--- src/rtl/aes_pkg.sv ---
// Shared types and defaults for the AES core arbiter slice.
//   state_t    : arbiter sequencing states
//   owner_t    : which requester owns the round datapath
//   pick_owner : round-robin choice between the two requesters
package aes_pkg;

  localparam int unsigned AES_NUM_ROUNDS = 10;
  localparam int unsigned AES_BLOCK_W    = 128;
  localparam int unsigned AES_CNT_W      = 4;

  typedef enum logic [1:0] {
    IDLE,
    LOAD,
    ROUND,
    DONE
  } state_t;

  typedef enum logic {
    ENC = 1'b0,
    DEC = 1'b1
  } owner_t;

  // A lone requester always wins; on a tie the one that did not go last wins.
  function automatic owner_t pick_owner(logic i_enc_req, logic i_dec_req, owner_t i_last);
    if (i_enc_req && i_dec_req) begin
      return (i_last == ENC) ? DEC : ENC;
    end
    return i_enc_req ? ENC : DEC;
  endfunction

endpackage

--- src/rtl/aes_core_arbiter_if.sv ---
// Bundle of all non-clock signals around the AES core arbiter.
//   requester side : key_valid, enc/dec req+block in; gnt, done, result_out, busy, abort_err out
//   datapath side  : core_load, core_data_in, core_mode, core_round_en, core_round, core_last out;
//                    core_data_out in
// Modport slave is the arbiter's view; master is the surrounding environment's view.
interface aes_core_arbiter_if #(
  parameter int unsigned BLOCK_W = aes_pkg::AES_BLOCK_W,
  parameter int unsigned CNT_W   = aes_pkg::AES_CNT_W
) ();

  logic               key_valid;
  logic               enc_req;
  logic [BLOCK_W-1:0] enc_block;
  logic               dec_req;
  logic [BLOCK_W-1:0] dec_block;
  logic               enc_gnt;
  logic               dec_gnt;
  logic               enc_done;
  logic               dec_done;
  logic [BLOCK_W-1:0] result_out;
  logic               busy;
  logic               abort_err;
  logic               core_load;
  logic [BLOCK_W-1:0] core_data_in;
  logic               core_mode;
  logic               core_round_en;
  logic [CNT_W-1:0]   core_round;
  logic               core_last;
  logic [BLOCK_W-1:0] core_data_out;

  modport slave (
    input  key_valid, enc_req, enc_block, dec_req, dec_block, core_data_out,
    output enc_gnt, dec_gnt, enc_done, dec_done, result_out, busy, abort_err,
    output core_load, core_data_in, core_mode, core_round_en, core_round, core_last
  );

  modport master (
    output key_valid, enc_req, enc_block, dec_req, dec_block, core_data_out,
    input  enc_gnt, dec_gnt, enc_done, dec_done, result_out, busy, abort_err,
    input  core_load, core_data_in, core_mode, core_round_en, core_round, core_last
  );

endinterface

--- src/rtl/flex_counter.sv ---
// Generic up-counter with synchronous clear and programmable rollover.
//   clk, n_rst       : clock, asynchronous active-low reset
//   i_clear          : force count to 0 (wins over enable)
//   i_count_enable   : advance; after i_rollover_val the count wraps to 1
//   i_rollover_val   : terminal count
//   o_count_out      : current count
//   o_rollover_flag  : high while the count equals i_rollover_val
module flex_counter #(
  parameter int unsigned NUM_CNT_BITS = 4
) (
  input  logic                    clk,
  input  logic                    n_rst,
  input  logic                    i_clear,
  input  logic                    i_count_enable,
  input  logic [NUM_CNT_BITS-1:0] i_rollover_val,
  output logic [NUM_CNT_BITS-1:0] o_count_out,
  output logic                    o_rollover_flag
);

  logic [NUM_CNT_BITS-1:0] r_count;
  logic [NUM_CNT_BITS-1:0] w_count_next;

  always_comb begin
    w_count_next = r_count;
    if (i_clear) begin
      w_count_next = '0;
    end else if (i_count_enable) begin
      w_count_next = (r_count == i_rollover_val) ? NUM_CNT_BITS'(1)
                                                 : r_count + NUM_CNT_BITS'(1);
    end
  end

  always_ff @(posedge clk or negedge n_rst) begin
    if (!n_rst) begin
      r_count <= '0;
    end else begin
      r_count <= w_count_next;
    end
  end

  assign o_count_out     = r_count;
  assign o_rollover_flag = (r_count == i_rollover_val);

endmodule

--- src/rtl/aes_core_arbiter.sv ---
// Shares one iterative AES-128 round datapath between the SD write path (encrypt) and the
// SD read path (decrypt). Round-robin picks an owner in IDLE, LOAD hands the owner's block to
// the datapath with the initial AddRoundKey, ROUND steps NUM_ROUNDS rounds, DONE presents the
// captured result. Dropping key_valid in LOAD or ROUND aborts back to IDLE.
//   clk, n_rst : clock, asynchronous active-low reset
//   bus_if     : requester handshakes, result, status and datapath controls (slave view)
module aes_core_arbiter import aes_pkg::*; #(
  parameter int unsigned NUM_ROUNDS = AES_NUM_ROUNDS,
  parameter int unsigned BLOCK_W    = AES_BLOCK_W,
  parameter int unsigned CNT_W      = AES_CNT_W
) (
  input  logic              clk,
  input  logic              n_rst,
  aes_core_arbiter_if.slave bus_if
);

  state_t             r_state;
  state_t             w_state_next;
  owner_t             r_owner;        // also serves as last_owner for round-robin
  owner_t             w_owner_next;
  logic [BLOCK_W-1:0] r_result;

  logic               w_cnt_clear;
  logic               w_cnt_en;
  logic               w_capture;
  logic               w_last;
  logic [CNT_W-1:0]   w_count;

  logic               w_enc_gnt;
  logic               w_dec_gnt;
  logic               w_enc_done;
  logic               w_dec_done;
  logic               w_busy;
  logic               w_abort;
  logic               w_core_load;
  logic [BLOCK_W-1:0] w_core_data_in;
  logic               w_core_mode;
  logic               w_core_round_en;
  logic [CNT_W-1:0]   w_core_round;
  logic               w_core_last;

  // Count goes 0 -> 1 leaving LOAD, then 1..NUM_ROUNDS through ROUND; cleared on exit/abort.
  flex_counter #(
    .NUM_CNT_BITS(CNT_W)
  ) u_round_cnt (
    .clk            (clk),
    .n_rst          (n_rst),
    .i_clear        (w_cnt_clear),
    .i_count_enable (w_cnt_en),
    .i_rollover_val (CNT_W'(NUM_ROUNDS)),
    .o_count_out    (w_count),
    .o_rollover_flag(w_last)
  );

  always_comb begin
    w_state_next    = r_state;
    w_owner_next    = r_owner;
    w_cnt_clear     = 1'b0;
    w_cnt_en        = 1'b0;
    w_capture       = 1'b0;
    w_enc_gnt       = 1'b0;
    w_dec_gnt       = 1'b0;
    w_enc_done      = 1'b0;
    w_dec_done      = 1'b0;
    w_busy          = 1'b0;
    w_abort         = 1'b0;
    w_core_load     = 1'b0;
    w_core_data_in  = '0;
    w_core_mode     = 1'b0;
    w_core_round_en = 1'b0;
    w_core_round    = '0;
    w_core_last     = 1'b0;

    unique case (r_state)
      IDLE: begin
        if (bus_if.key_valid && (bus_if.enc_req || bus_if.dec_req)) begin
          w_state_next = LOAD;
          w_owner_next = pick_owner(bus_if.enc_req, bus_if.dec_req, r_owner);
        end
      end

      LOAD: begin
        w_busy         = 1'b1;
        w_core_mode    = r_owner;
        w_core_load    = 1'b1;
        w_core_data_in = (r_owner == ENC) ? bus_if.enc_block : bus_if.dec_block;
        w_enc_gnt      = (r_owner == ENC);
        w_dec_gnt      = (r_owner == DEC);
        if (!bus_if.key_valid) begin
          w_abort      = 1'b1;
          w_cnt_clear  = 1'b1;
          w_state_next = IDLE;
        end else begin
          w_cnt_en     = 1'b1;
          w_state_next = ROUND;
        end
      end

      ROUND: begin
        w_busy          = 1'b1;
        w_core_mode     = r_owner;
        w_core_round_en = 1'b1;
        w_core_round    = w_count;
        w_core_last     = w_last;
        if (!bus_if.key_valid) begin
          // Abort wins over the final-round capture: result_out keeps its old value.
          w_abort      = 1'b1;
          w_cnt_clear  = 1'b1;
          w_state_next = IDLE;
        end else if (w_last) begin
          w_capture    = 1'b1;
          w_cnt_clear  = 1'b1;
          w_state_next = DONE;
        end else begin
          w_cnt_en = 1'b1;
        end
      end

      DONE: begin
        w_busy       = 1'b1;
        w_core_mode  = r_owner;
        w_enc_done   = (r_owner == ENC);
        w_dec_done   = (r_owner == DEC);
        w_state_next = IDLE;
      end

      default: begin
        w_state_next = IDLE;
      end
    endcase
  end

  always_ff @(posedge clk or negedge n_rst) begin
    if (!n_rst) begin
      r_state  <= IDLE;
      r_owner  <= DEC;
      r_result <= '0;
    end else begin
      r_state <= w_state_next;
      r_owner <= w_owner_next;
      if (w_capture) begin
        r_result <= bus_if.core_data_out;
      end
    end
  end

  assign bus_if.enc_gnt       = w_enc_gnt;
  assign bus_if.dec_gnt       = w_dec_gnt;
  assign bus_if.enc_done      = w_enc_done;
  assign bus_if.dec_done      = w_dec_done;
  assign bus_if.result_out    = r_result;
  assign bus_if.busy          = w_busy;
  assign bus_if.abort_err     = w_abort;
  assign bus_if.core_load     = w_core_load;
  assign bus_if.core_data_in  = w_core_data_in;
  assign bus_if.core_mode     = w_core_mode;
  assign bus_if.core_round_en = w_core_round_en;
  assign bus_if.core_round    = w_core_round;
  assign bus_if.core_last     = w_core_last;

endmodule

--- src/flat_wrapper.sv ---
// flat-port wrapper written by rule: the top's interface ports become plain ports
module aes_core_arbiter_flat import aes_pkg::*;
#(
  parameter int unsigned NUM_ROUNDS = AES_NUM_ROUNDS,
  parameter int unsigned BLOCK_W    = AES_BLOCK_W,
  parameter int unsigned CNT_W      = AES_CNT_W
)
  (clk, n_rst, bus_if_key_valid, bus_if_enc_req, bus_if_enc_block, bus_if_dec_req, bus_if_dec_block, bus_if_core_data_out, bus_if_enc_gnt, bus_if_dec_gnt, bus_if_enc_done, bus_if_dec_done, bus_if_result_out, bus_if_busy, bus_if_abort_err, bus_if_core_load, bus_if_core_data_in, bus_if_core_mode, bus_if_core_round_en, bus_if_core_round, bus_if_core_last);
  aes_core_arbiter_if #(.BLOCK_W(BLOCK_W), .CNT_W(CNT_W)) bus_if_i ();
  input  logic clk;
  input  logic n_rst;
  input wire logic [$bits(bus_if_i.key_valid)-1:0] bus_if_key_valid;
  input wire logic [$bits(bus_if_i.enc_req)-1:0] bus_if_enc_req;
  input wire logic [$bits(bus_if_i.enc_block)-1:0] bus_if_enc_block;
  input wire logic [$bits(bus_if_i.dec_req)-1:0] bus_if_dec_req;
  input wire logic [$bits(bus_if_i.dec_block)-1:0] bus_if_dec_block;
  input wire logic [$bits(bus_if_i.core_data_out)-1:0] bus_if_core_data_out;
  output wire logic [$bits(bus_if_i.enc_gnt)-1:0] bus_if_enc_gnt;
  output wire logic [$bits(bus_if_i.dec_gnt)-1:0] bus_if_dec_gnt;
  output wire logic [$bits(bus_if_i.enc_done)-1:0] bus_if_enc_done;
  output wire logic [$bits(bus_if_i.dec_done)-1:0] bus_if_dec_done;
  output wire logic [$bits(bus_if_i.result_out)-1:0] bus_if_result_out;
  output wire logic [$bits(bus_if_i.busy)-1:0] bus_if_busy;
  output wire logic [$bits(bus_if_i.abort_err)-1:0] bus_if_abort_err;
  output wire logic [$bits(bus_if_i.core_load)-1:0] bus_if_core_load;
  output wire logic [$bits(bus_if_i.core_data_in)-1:0] bus_if_core_data_in;
  output wire logic [$bits(bus_if_i.core_mode)-1:0] bus_if_core_mode;
  output wire logic [$bits(bus_if_i.core_round_en)-1:0] bus_if_core_round_en;
  output wire logic [$bits(bus_if_i.core_round)-1:0] bus_if_core_round;
  output wire logic [$bits(bus_if_i.core_last)-1:0] bus_if_core_last;
  assign bus_if_i.key_valid = bus_if_key_valid;
  assign bus_if_i.enc_req = bus_if_enc_req;
  assign bus_if_i.enc_block = bus_if_enc_block;
  assign bus_if_i.dec_req = bus_if_dec_req;
  assign bus_if_i.dec_block = bus_if_dec_block;
  assign bus_if_i.core_data_out = bus_if_core_data_out;
  assign bus_if_enc_gnt = bus_if_i.enc_gnt;
  assign bus_if_dec_gnt = bus_if_i.dec_gnt;
  assign bus_if_enc_done = bus_if_i.enc_done;
  assign bus_if_dec_done = bus_if_i.dec_done;
  assign bus_if_result_out = bus_if_i.result_out;
  assign bus_if_busy = bus_if_i.busy;
  assign bus_if_abort_err = bus_if_i.abort_err;
  assign bus_if_core_load = bus_if_i.core_load;
  assign bus_if_core_data_in = bus_if_i.core_data_in;
  assign bus_if_core_mode = bus_if_i.core_mode;
  assign bus_if_core_round_en = bus_if_i.core_round_en;
  assign bus_if_core_round = bus_if_i.core_round;
  assign bus_if_core_last = bus_if_i.core_last;
  aes_core_arbiter #(.NUM_ROUNDS(NUM_ROUNDS), .BLOCK_W(BLOCK_W), .CNT_W(CNT_W)) u_core (.clk(clk), .n_rst(n_rst), .bus_if(bus_if_i));
endmodule
--- config.mk ---
export PLATFORM = sky130hd
export DESIGN_NAME = aes_core_arbiter_flat
export DESIGN_NICKNAME = d
export VERILOG_FILES = /design/src/rtl/aes_pkg.sv /design/src/rtl/aes_core_arbiter_if.sv /design/src/rtl/flex_counter.sv /design/src/rtl/aes_core_arbiter.sv /design/src/flat_wrapper.sv
export SDC_FILE = /design/constraint.sdc
export NUM_CORES = 1
export LEC_CHECK = 0
export CORE_AREA = 2 2 257 259
export CTS_CLUSTER_DIAMETER = 40
export DETAILED_ROUTE_END_ITERATION = 16
export DIE_AREA = 0 0 259 261
export GPL_ROUTABILITY_DRIVEN = 0
export PLACE_DENSITY_LB_ADDON = 0.3
export SLEW_MARGIN = 20
export SYNTH_ARGS = -nofsm -noshare
export SYNTH_HDL_FRONTEND = slang
export SYNTH_SLANG_ARGS = --single-unit
--- constraint.sdc ---
create_clock -name clk -period 4.4 [get_ports clk]
set_clock_uncertainty 0.15 [all_clocks]
set_input_delay 0.44 -clock clk [delete_from_list [all_inputs] [get_ports clk]]
set_output_delay 0.44 -clock clk [all_outputs]
set_load 0.1 [all_outputs]
=== Word-level counts from Yosys, hierarchy flattened ===
Cells that the tools add are included.

* Logic and storage cells: 59
* Output and inout bits: 270
* Input bits: 389
* Register bits after elaboration: 135

* Reductions and logical operators: 9
* Add/sub/neg operators: 1
* Bitwise gates (word level): 1
* Eq/ne operators: 6
* Multiplexer cells: 38

{| class="wikitable"
|+ Operators by type and width
! operator !! number
|-
| 128-bit two-way mux || 2
|-
| 1-bit two-way mux || 25
|-
| 4-bit two-way mux || 4
|-
| 2-bit two-way mux || 4
|-
| 2-bit case mux with 4 select lines || 1
|-
| 4-bit by 1-bit adder with 4-bit output, second input constant || 1
|-
| 2-bit == test, second input constant || 2
|-
| 4-bit == test, second input constant || 1
|-
| 1-bit case mux with 2 select lines || 2
|-
| 2-bit AND reduction || 2
|-
| 3-bit by 2-bit != test with 1-bit output, second input constant || 1
|-
| 3-bit OR reduction || 1
|-
| 2-bit by 1-bit == test with 1-bit output, second input constant || 1
|-
| 1-bit logical AND || 2
|-
| 2-bit zero test || 1
|-
| 2-bit by 1-bit != test with 1-bit output, second input constant || 1
|-
| 2-bit nonzero test || 1
|-
| 2-bit OR reduction || 1
|-
| 1-bit logical OR || 1
|-
| 1-bit inverter || 1
|}

=== Longest topological paths before layout ===
Gate-level depths: netlist of run 1.

* Word-level depth: 6
* Gate-level depth with buffers: 8
* Depth with buffers taken out: 6

=== Hierarchy ===
A second synthesis of run 1 with hierarchy kept.

* Cell total of the unflattened synthesis: 625
* Area, all modules: 8132.8 µm²

{| class="wikitable"
|+ Modules (own cells, without submodules)
! module !! seq. area each (µm²) !! area an instance (µm²) !! cells an instance !! times used
|-
| aes_core_arbiter || 3279.4 || 7851.3 || 598 || 1
|-
| flex_counter || 100.1 || 281.5 || 27 || 1
|}

=== Least setup slack after synthesis of run 1 ===
No wires, ideal clock.

* Path kind: register to output
* Start: reg u_core.r_state[1]
* End: out bus_if_core_data_in[118]
* Stages on the path, launching flop included: 7
* Arrival: 3245 ps
* Path buffers: 2
* Slack: 565 ps
* Data required time: 3810 ps
* Cells stage by stage: dfrtp_1 inv_1 ha_1 inv_1 clkbuf_1 clkbuf_1 nor2_1

* Word-level cells in the longest chain between the ends: 2

{| class="wikitable"
|+ RTL lines
! item !! line !! RTL
|-
| from (decl) || aes_core_arbiter.sv:17 || <nowiki>state_t r_state;</nowiki>
|-
| from (signal assigned) || aes_core_arbiter.sv:139 || <nowiki>r_state <= w_state_next;</nowiki>
|-
| 2-bit by 1-bit == test with 1-bit output || aes_core_arbiter.sv:74 || <nowiki>unique case (r_state)</nowiki>
|-
| 128-bit two-way mux || aes_core_arbiter.sv:74 ||
|-
| to (decl) || flat_wrapper.sv:26 || <nowiki>output wire logic [$bits(bus_if_i.core_data_in)-1:0] bus_if_core_data_in;</nowiki>
|}

Every way passes these cells.

=== Worst setup path after layout of run 1 ===
* Start: reg u_core.r_owner
* End: out bus_if_core_data_in[83]

* Word-level cells in the longest chain between the ends: 2

{| class="wikitable"
|+ RTL lines
! item !! line !! RTL
|-
| from (decl) || aes_core_arbiter.sv:19 || <nowiki>owner_t r_owner;</nowiki>
|-
| from (signal assigned) || aes_core_arbiter.sv:140 || <nowiki>r_owner <= w_owner_next;</nowiki>
|-
| 128-bit two-way mux || aes_core_arbiter.sv:86 || <nowiki>w_core_data_in = (r_owner == ENC) ? bus_if.enc_block : bus_if.dec_block;</nowiki>
|-
| 128-bit two-way mux || aes_core_arbiter.sv:74 ||
|}

Every way passes these cells.

==> impl_metrics.yaml, run 1 <==
global_routing:
  grt_pass1_wl_um: 60300
  overflow: 0
  grt_max_degree: 90
  grt_pass1_vias: 7849
  antenna_found_initial: 23
  grt.total_usage_pct: 12.6
timing:
  post-route-min-period_ns: 3.93
  drv_slew: 0
  max_freq_mhz: 254
  fin_crit_sh_pct: 89.4
  setup_viol: 0
  hold_slack_ns: 0.354
  max_slew_margin_pct: 23.4
  hold_viol: 0
  grt_setup_unrepaired: "no"
  finalSetupTns_ns: 0
  finalWorstSetupSlack_ns: 0.468
  worst_pin_slew_ns: 1.15
setup_path:
  worstReg2RegStart: "u_core.r_state[0]$_DFFE_PN0P_"
  critPathTopFamily: "flip-flops"
  critPathSlowestCell: "dfstp_4"
  arrival_ns: 3.34
  crit_required_ns: 3.81
  critPathMaxFanout: 62
  rrSetupSlack_ns: 1.55
  worst-setup-path-type: "reg -> out"
  crit_chain: "buf_12 -> mux2i_1 -> nor2_1 -> buf_4"
  cpPeakStageDelay_ns: 1.06
  ff2ff_path_depth: 6
  end_kind: "output pin"
  worstSetupStartpointType: "flop"
  r2r_end: "u_core.bus_if.result_out[68]$_DFFE_PN0P_"
  critPathBufInv: 2
pwr:
  power.switching_w: 0.00851
  p_clk_share_pct: 11.2
  switching_share_pct: 65.4
  p_per_area_nw_per_um2: 841
  p_leak_nw: 6.96
  irDropWorstVdd_uv: 928
  p_int_w: 0.00451
  power.share.combinational_pct: 75.8
  seq_power_share_pct: 13.1
route:
  drcViolationCount: 0
  drt_iter0_markers: 277
  avgViaCountPerCell: 3.45
  final_antenna_net_count: 0
  vias: 7423
  dr.pass1.iters: 4
  wl_um: 44600
  drt-wirelength-per-cell_um: 20.7
clock_network:
  cts_buffer_depth: 2
  clk_transition_reported_paths_ns: 0.07
  root_buffer: "clkbuf_16"
  cts.htree.levels: 4
  clock_latency_ns: 0.43
  cts_setup_buffers: 0
  cts.sinks: 135
  cts_buffers: 17
  cts_tree: "built"
run:
  cap_violations: 0
placement:
  port_buffers: 658
  dp_slack_ns: 0.929
  dp_hpwl_um: 37500
  dp_cells: 2111
die:
  fp.dieH_um: 261
  rows: 94
  coreArea_sq_um: 65000
  initial_utilization_pct: 11.9
  die_area_sq_um: 67600
  ios: 659
  die_x_um: 259
outcome:
  outcome: "finished clean"
finish:
  nFillCells: 6960
  instances_no_fill: 2153
  drive_gt1_share_pct: 23.5
  nets: 1663
  syn_to_final_growth_pct: 99.5
worst_hold_path:
  whs_path_depth: 1
  hp-class: "reg -> reg"
  holdPathEnd: "u_core.bus_if.result_out[83]$_DFFE_PN0P_"
  min-delay-start: "u_core.bus_if.result_out[83]$_DFFE_PN0P_"
yosys:
  synthCells: 619
  synth_area_sq_um: 7760
  postSynthAreaPerCell_sq_um: 12.5
  ys_types: 34
  ys_seq_area_share_pct: 43.6
  ys_ff_latch: 135
  synth_nets: 1015
  ys_warn_count: 0
[cell usage in the layout, fill, tap and decap left out, types with 2 or more instances in the layout]
cell,instances
clkbuf_16,17
nand2b_1,2
nor2_1,135
and2_1,2
inv_6,7
buf_12,3
mux2_4,101
a31oi_1,2
inv_8,2
mux2_2,28
and2_2,3
dfrtp_1,134
buf_4,129
clkinvlp_4,4
clkdlybuf4s50_1,540
inv_1,6
nor2b_1,2
o21ai_0,6
diode_2,9
ha_1,7
mux2i_1,128
nand2_1,3
[cell type report]
class | instances | area [sq um] | area share [%]
Antenna cell | 9 | 22.5 | 0.145
Clock buffer | 17 | 425 | 2.75
Clock inverter | 15 | 153 | 0.986
Inverter | 7 | 28.8 | 0.186
Multi-Input combinational cell | 432 | 3930 | 25.4
Sequential cell | 135 | 3380 | 21.9
Tap cell | 864 | 1080 | 6.98
Timing Repair Buffer | 674 | 6450 | 41.7
[synthesized netlist by cell type (all sizes together)]
cell type / number / area share (%)
a21o: 1 / 0.097
a21oi: 1 / 0.064
a22oi: 1 / 0.097
a31oi: 2 / 0.16
a32oi: 1 / 0.11
a41oi: 1 / 0.11
and2: 5 / 0.45
and3: 1 / 0.081
buf: 29 / 4.6
clkbuf: 16 / 0.79
dfrtp: 134 / 43
dfstp: 1 / 0.34
ha: 7 / 1.1
inv: 7 / 0.34
mux2: 129 / 24
mux2i: 128 / 17
nand2: 3 / 0.15
nand2b: 2 / 0.16
nand3b: 2 / 0.35
nor2: 136 / 6.7
nor2b: 2 / 0.16
nor3: 1 / 0.064
o2111ai: 1 / 0.11
o21ai: 7 / 0.45
o2bb2ai: 1 / 0.11
[what timing repair did]
action | CTS | global route
endpoints found under the setup margin | 0 | 0
hold buffers | 1 | 0
resized for setup | 0 | 0
hold endpoints to repair | 73 | 0
[worst reg2reg max path, stage by stage (launching register included)]
cell     delay [ns]
dfrtp_1        0.42
inv_1          0.12
ha_1           0.39
nand2_1        0.17
nor2_4         0.68
buf_4          0.43
mux2_2         0.37
[worst max path at each step]
stage	from	cells past startpoint	endpoint
after CTS	u_core.r_owner$_DFFE_PN1P_	4	bus_if_core_data_in[83]
final	u_core.r_owner$_DFFE_PN1P_	4	bus_if_core_data_in[83]
after detailed placement	u_core.r_owner$_DFFE_PN1P_	4	bus_if_core_data_in[83]
after global routing	u_core.r_owner$_DFFE_PN1P_	4	bus_if_core_data_in[83]
after global placement	u_core.r_owner$_DFFE_PN1P_	4	bus_if_core_data_in[78]
after floorplan	u_core.r_state[1]$_DFFE_PN0P_	6	bus_if_core_data_in[118]
[cells by family (layout without fill, tap and decap cells)]
group           after synthesis  after routing  share of synthesized area, %
fa+ha+maj                     7              7                          1.13
simple gates                152            152                          8.10
other cells                   0              9                             0
flops                       135            135                          43.6
compound gates               16             16                          1.32
buf+inv                      52            713                          5.76
mux                         257            257                          40.1
[metrics by stage]
step           instance area, sq um  utilization (%)  total power (W)
2_1_floorplan                  7760                -          0.00926
3_3_place_gp                  14900             22.9           0.0116
6_report                      15500             23.8           0.0130
5_1_grt                       15500             23.8           0.0135
4_1_cts                       15500             23.8           0.0132
3_5_place_dp                  14900             22.9           0.0116
[layer usage]
metal / vias up / share of wire (%) / global-route usage (%)
met5: - / 0.038 / 0
met4: 2 / 2.0 / 3.21
met3: 50 / 8.1 / 4.10
met2: 406 / 52 / 23.0
met1: 3519 / 38 / 14.1
li1: 3446 / - / -
[sequential cells by signal, indices dropped and copies added (netlist names)]
signal                          count
u_core.r_owner                      1
u_core.u_round_cnt.o_count_out      4
u_core.bus_if.result_out          128
u_core.r_state                      2
[power by group through the flow]
stage | registers (W) | clock network, W | logic (W)
final | 0.00170 | 0.00146 | 0.00986
after global routing | 0.00174 | 0.00157 | 0.0102
after CTS | 0.00170 | 0.00153 | 0.00994
after detailed placement | 0.00172 | 0 | 0.00990
after global placement | 0.00172 | 0 | 0.00991
after floorplan | 0.00297 | 0 | 0.00629
No activity file was read; power rests on OpenSTA's default activity.
==> run 2, diff against run 1 <==
Settings changed: PLACE_DENSITY set to 0.38, PLACE_DENSITY_LB_ADDON 0.3 to unset, RECOVER_POWER set to 25, SETUP_SLACK_MARGIN set to 0.5.
==> run 2 against run 1 <==
  * Largest cell class unchanged
  * Die area is the same
  * Final cell count shrank 0.14%
  * The flow now finishes with violations (capacitance limit, slew limit)
  * Global-route usage shrank 0.53 points
==> impl_metrics.yaml, run 2 (same netlist as run 1, synthesis figures left out) <==
global_routing:
  grt_pass1_wl_um: 58100
  antenna_found_initial: 14
  grt.total_usage_pct: 12.1
  grt_max_degree: 86
  grt_pass1_vias: 7610
  overflow: 0
finish:
  postLayoutCoreUtil_pct: 23.7
  final_common_cell: "clkdlybuf4s50_1"
  drive_gt1_share_pct: 24.8
  nets: 1659
  largest_reg_flops: 128
  syn_to_final_growth_pct: 99.0
  design_area_sq_um: 15400
  final_cell_mix: "521 x clkdlybuf4s50_1, 142 x buf_4, 135 x nor2_1"
clock_network:
  root_buffer: "clkbuf_16"
  cts_tree: "built"
  cts.sinks: 135
  cts.htree.levels: 4
  clock_latency_ns: 0.44
  cts_setup_buffers: 0
  cts_buffers: 17
  clk_transition_reported_paths_ns: 0.06
  cts_buffer_depth: 2
die:
  die_x_um: 259
  die_area_sq_um: 67600
  rows: 94
  initial_utilization_pct: 11.9
  ios: 659
  coreArea_sq_um: 65000
  fp.dieH_um: 261
pwr:
  power.switching_w: 0.00842
  irDropWorstVdd_uv: 596
  p_int_w: 0.00461
  seq_power_share_pct: 12.4
  switching_share_pct: 64.6
  p_clk_share_pct: 11.7
  power.share.combinational_pct: 75.9
  p_leak_nw: 6.99
  p_per_area_nw_per_um2: 844
  power_w: 0.0130
timing:
  worst_pin_slew_ns: 2.00
  drv_slew: 76
  max_slew_margin_pct: -33.0
  grt_setup_unrepaired: "no"
  max_freq_mhz: 303
  setup_viol: 0
  post-route-min-period_ns: 3.30
  finalSetupTns_ns: 0
  finalWorstSetupSlack_ns: 1.10
  fin_crit_sh_pct: 75.0
  hold_viol: 0
outcome:
  outcome: "finished, violations left"
  violations: "capacitance limit, slew limit"
setup_path:
  crit_required_ns: 3.81
  crit_chain: "inv_1 -> ha_1 -> and2_1 -> clkdlybuf4s50_1"
  worst-setup-path-type: "reg -> out"
  end_kind: "output pin"
  critPathBufInv: 2
  critPathTopFamily: "buffers and inverters"
  cpPeakStageDelay_ns: 1.16
  critPathMaxFanout: 5
  critPathSlowestCell: "clkdlybuf4s50_1"
  arrival_ns: 2.71
  worstSetupStartpointType: "flop"
route:
  dr.pass1.iters: 4
  drcViolationCount: 0
  vias: 7333
  drt-wirelength-per-cell_um: 19.9
  wl_um: 42700
  drt_iter0_markers: 250
  avgViaCountPerCell: 3.41
  final_antenna_net_count: 0
placement:
  port_buffers: 658
  dp_slack_ns: 1.52
  placed_cell_area_sq_um: 14800
  dp_hpwl_um: 35800
worst_hold_path:
  hp-class: "reg -> reg"
run:
  cap_violations: 1
## run 2: cell types whose count changed in the layout (fill, tap and decap cells not counted), sizes merged
cell | previous run | this run
clkbuf | 17 | 22
inv | 16 | 11
clkinv | 1 | 4
clkinvlp | 4 | 2
diode | 9 | 10
bufinv | 1 | 3
clkdlybuf4s50 | 540 | 521
buf | 133 | 145
## run 2: final cells by class
type / instances / area [sq um]
antenna: 10 / 25.0
clock buffer: 19 / 453
clock inverter: 13 / 168
fill: 6970 / 49600
inverter: 7 / 28.8
multi-input combinational: 432 / 3930
sequential: 135 / 3380
tap: 864 / 1080
timing repair buffer: 670 / 6370
## run 2: worst paths after layout
path / from / endpoint / slack (ns) / cells past startpoint
max in group asynchronous: n_rst / u_core.bus_if.result_out[7]$_DFFE_PN0P_ / 1.33 / 3
max reg2reg: u_core.r_state[0]$_DFFE_PN0P_ / u_core.bus_if.result_out[71]$_DFFE_PN0P_ / 1.65 / 6
min reg2reg: u_core.bus_if.result_out[83]$_DFFE_PN0P_ / u_core.bus_if.result_out[83]$_DFFE_PN0P_ / 0.35 / 1
max: u_core.r_state[1]$_DFFE_PN0P_ / bus_if_dec_gnt / 1.10 / 4
min in group asynchronous: n_rst / u_core.bus_if.result_out[37]$_DFFE_PN0P_ / 0.90 / 2
min: u_core.bus_if.result_out[83]$_DFFE_PN0P_ / u_core.bus_if.result_out[83]$_DFFE_PN0P_ / 0.35 / 1
## run 2: power groups by stage
| stage | clock [W] | sequential, W | combinational, W |
|---|---|---|---|
| after floorplan | 0 | 0.00297 | 0.00629 |
| after global placement | 0 | 0.00165 | 0.00997 |
| after detailed placement | 0 | 0.00164 | 0.00993 |
| after CTS | 0.00160 | 0.00162 | 0.00995 |
| after global routing | 0.00164 | 0.00165 | 0.0102 |
| final | 0.00152 | 0.00162 | 0.00989 |
## run 2: layer usage
layer,routed length (um),global-route usage [%],vias up
li1,-,-,3443
met1,15800,12.8,3481
met2,22000,21.2,371
met3,4260,5.33,36
met4,618,4.24,2
met5,11,0,-
## run 2: stage by stage
stage,hold slack (ns),std cells
2_1_floorplan,-0.00559,619
3_3_place_gp,0.340,2107
3_5_place_dp,0.342,2107
4_1_cts,0.359,2140
5_1_grt,0.366,2147
6_report,0.355,2150
## run 2: timing repair
item                                   CTS  global route
endpoints found under the hold margin   73             0
setup endpoints to repair                0             0
gates resized for setup                  0             0
hold buffers                             1             0
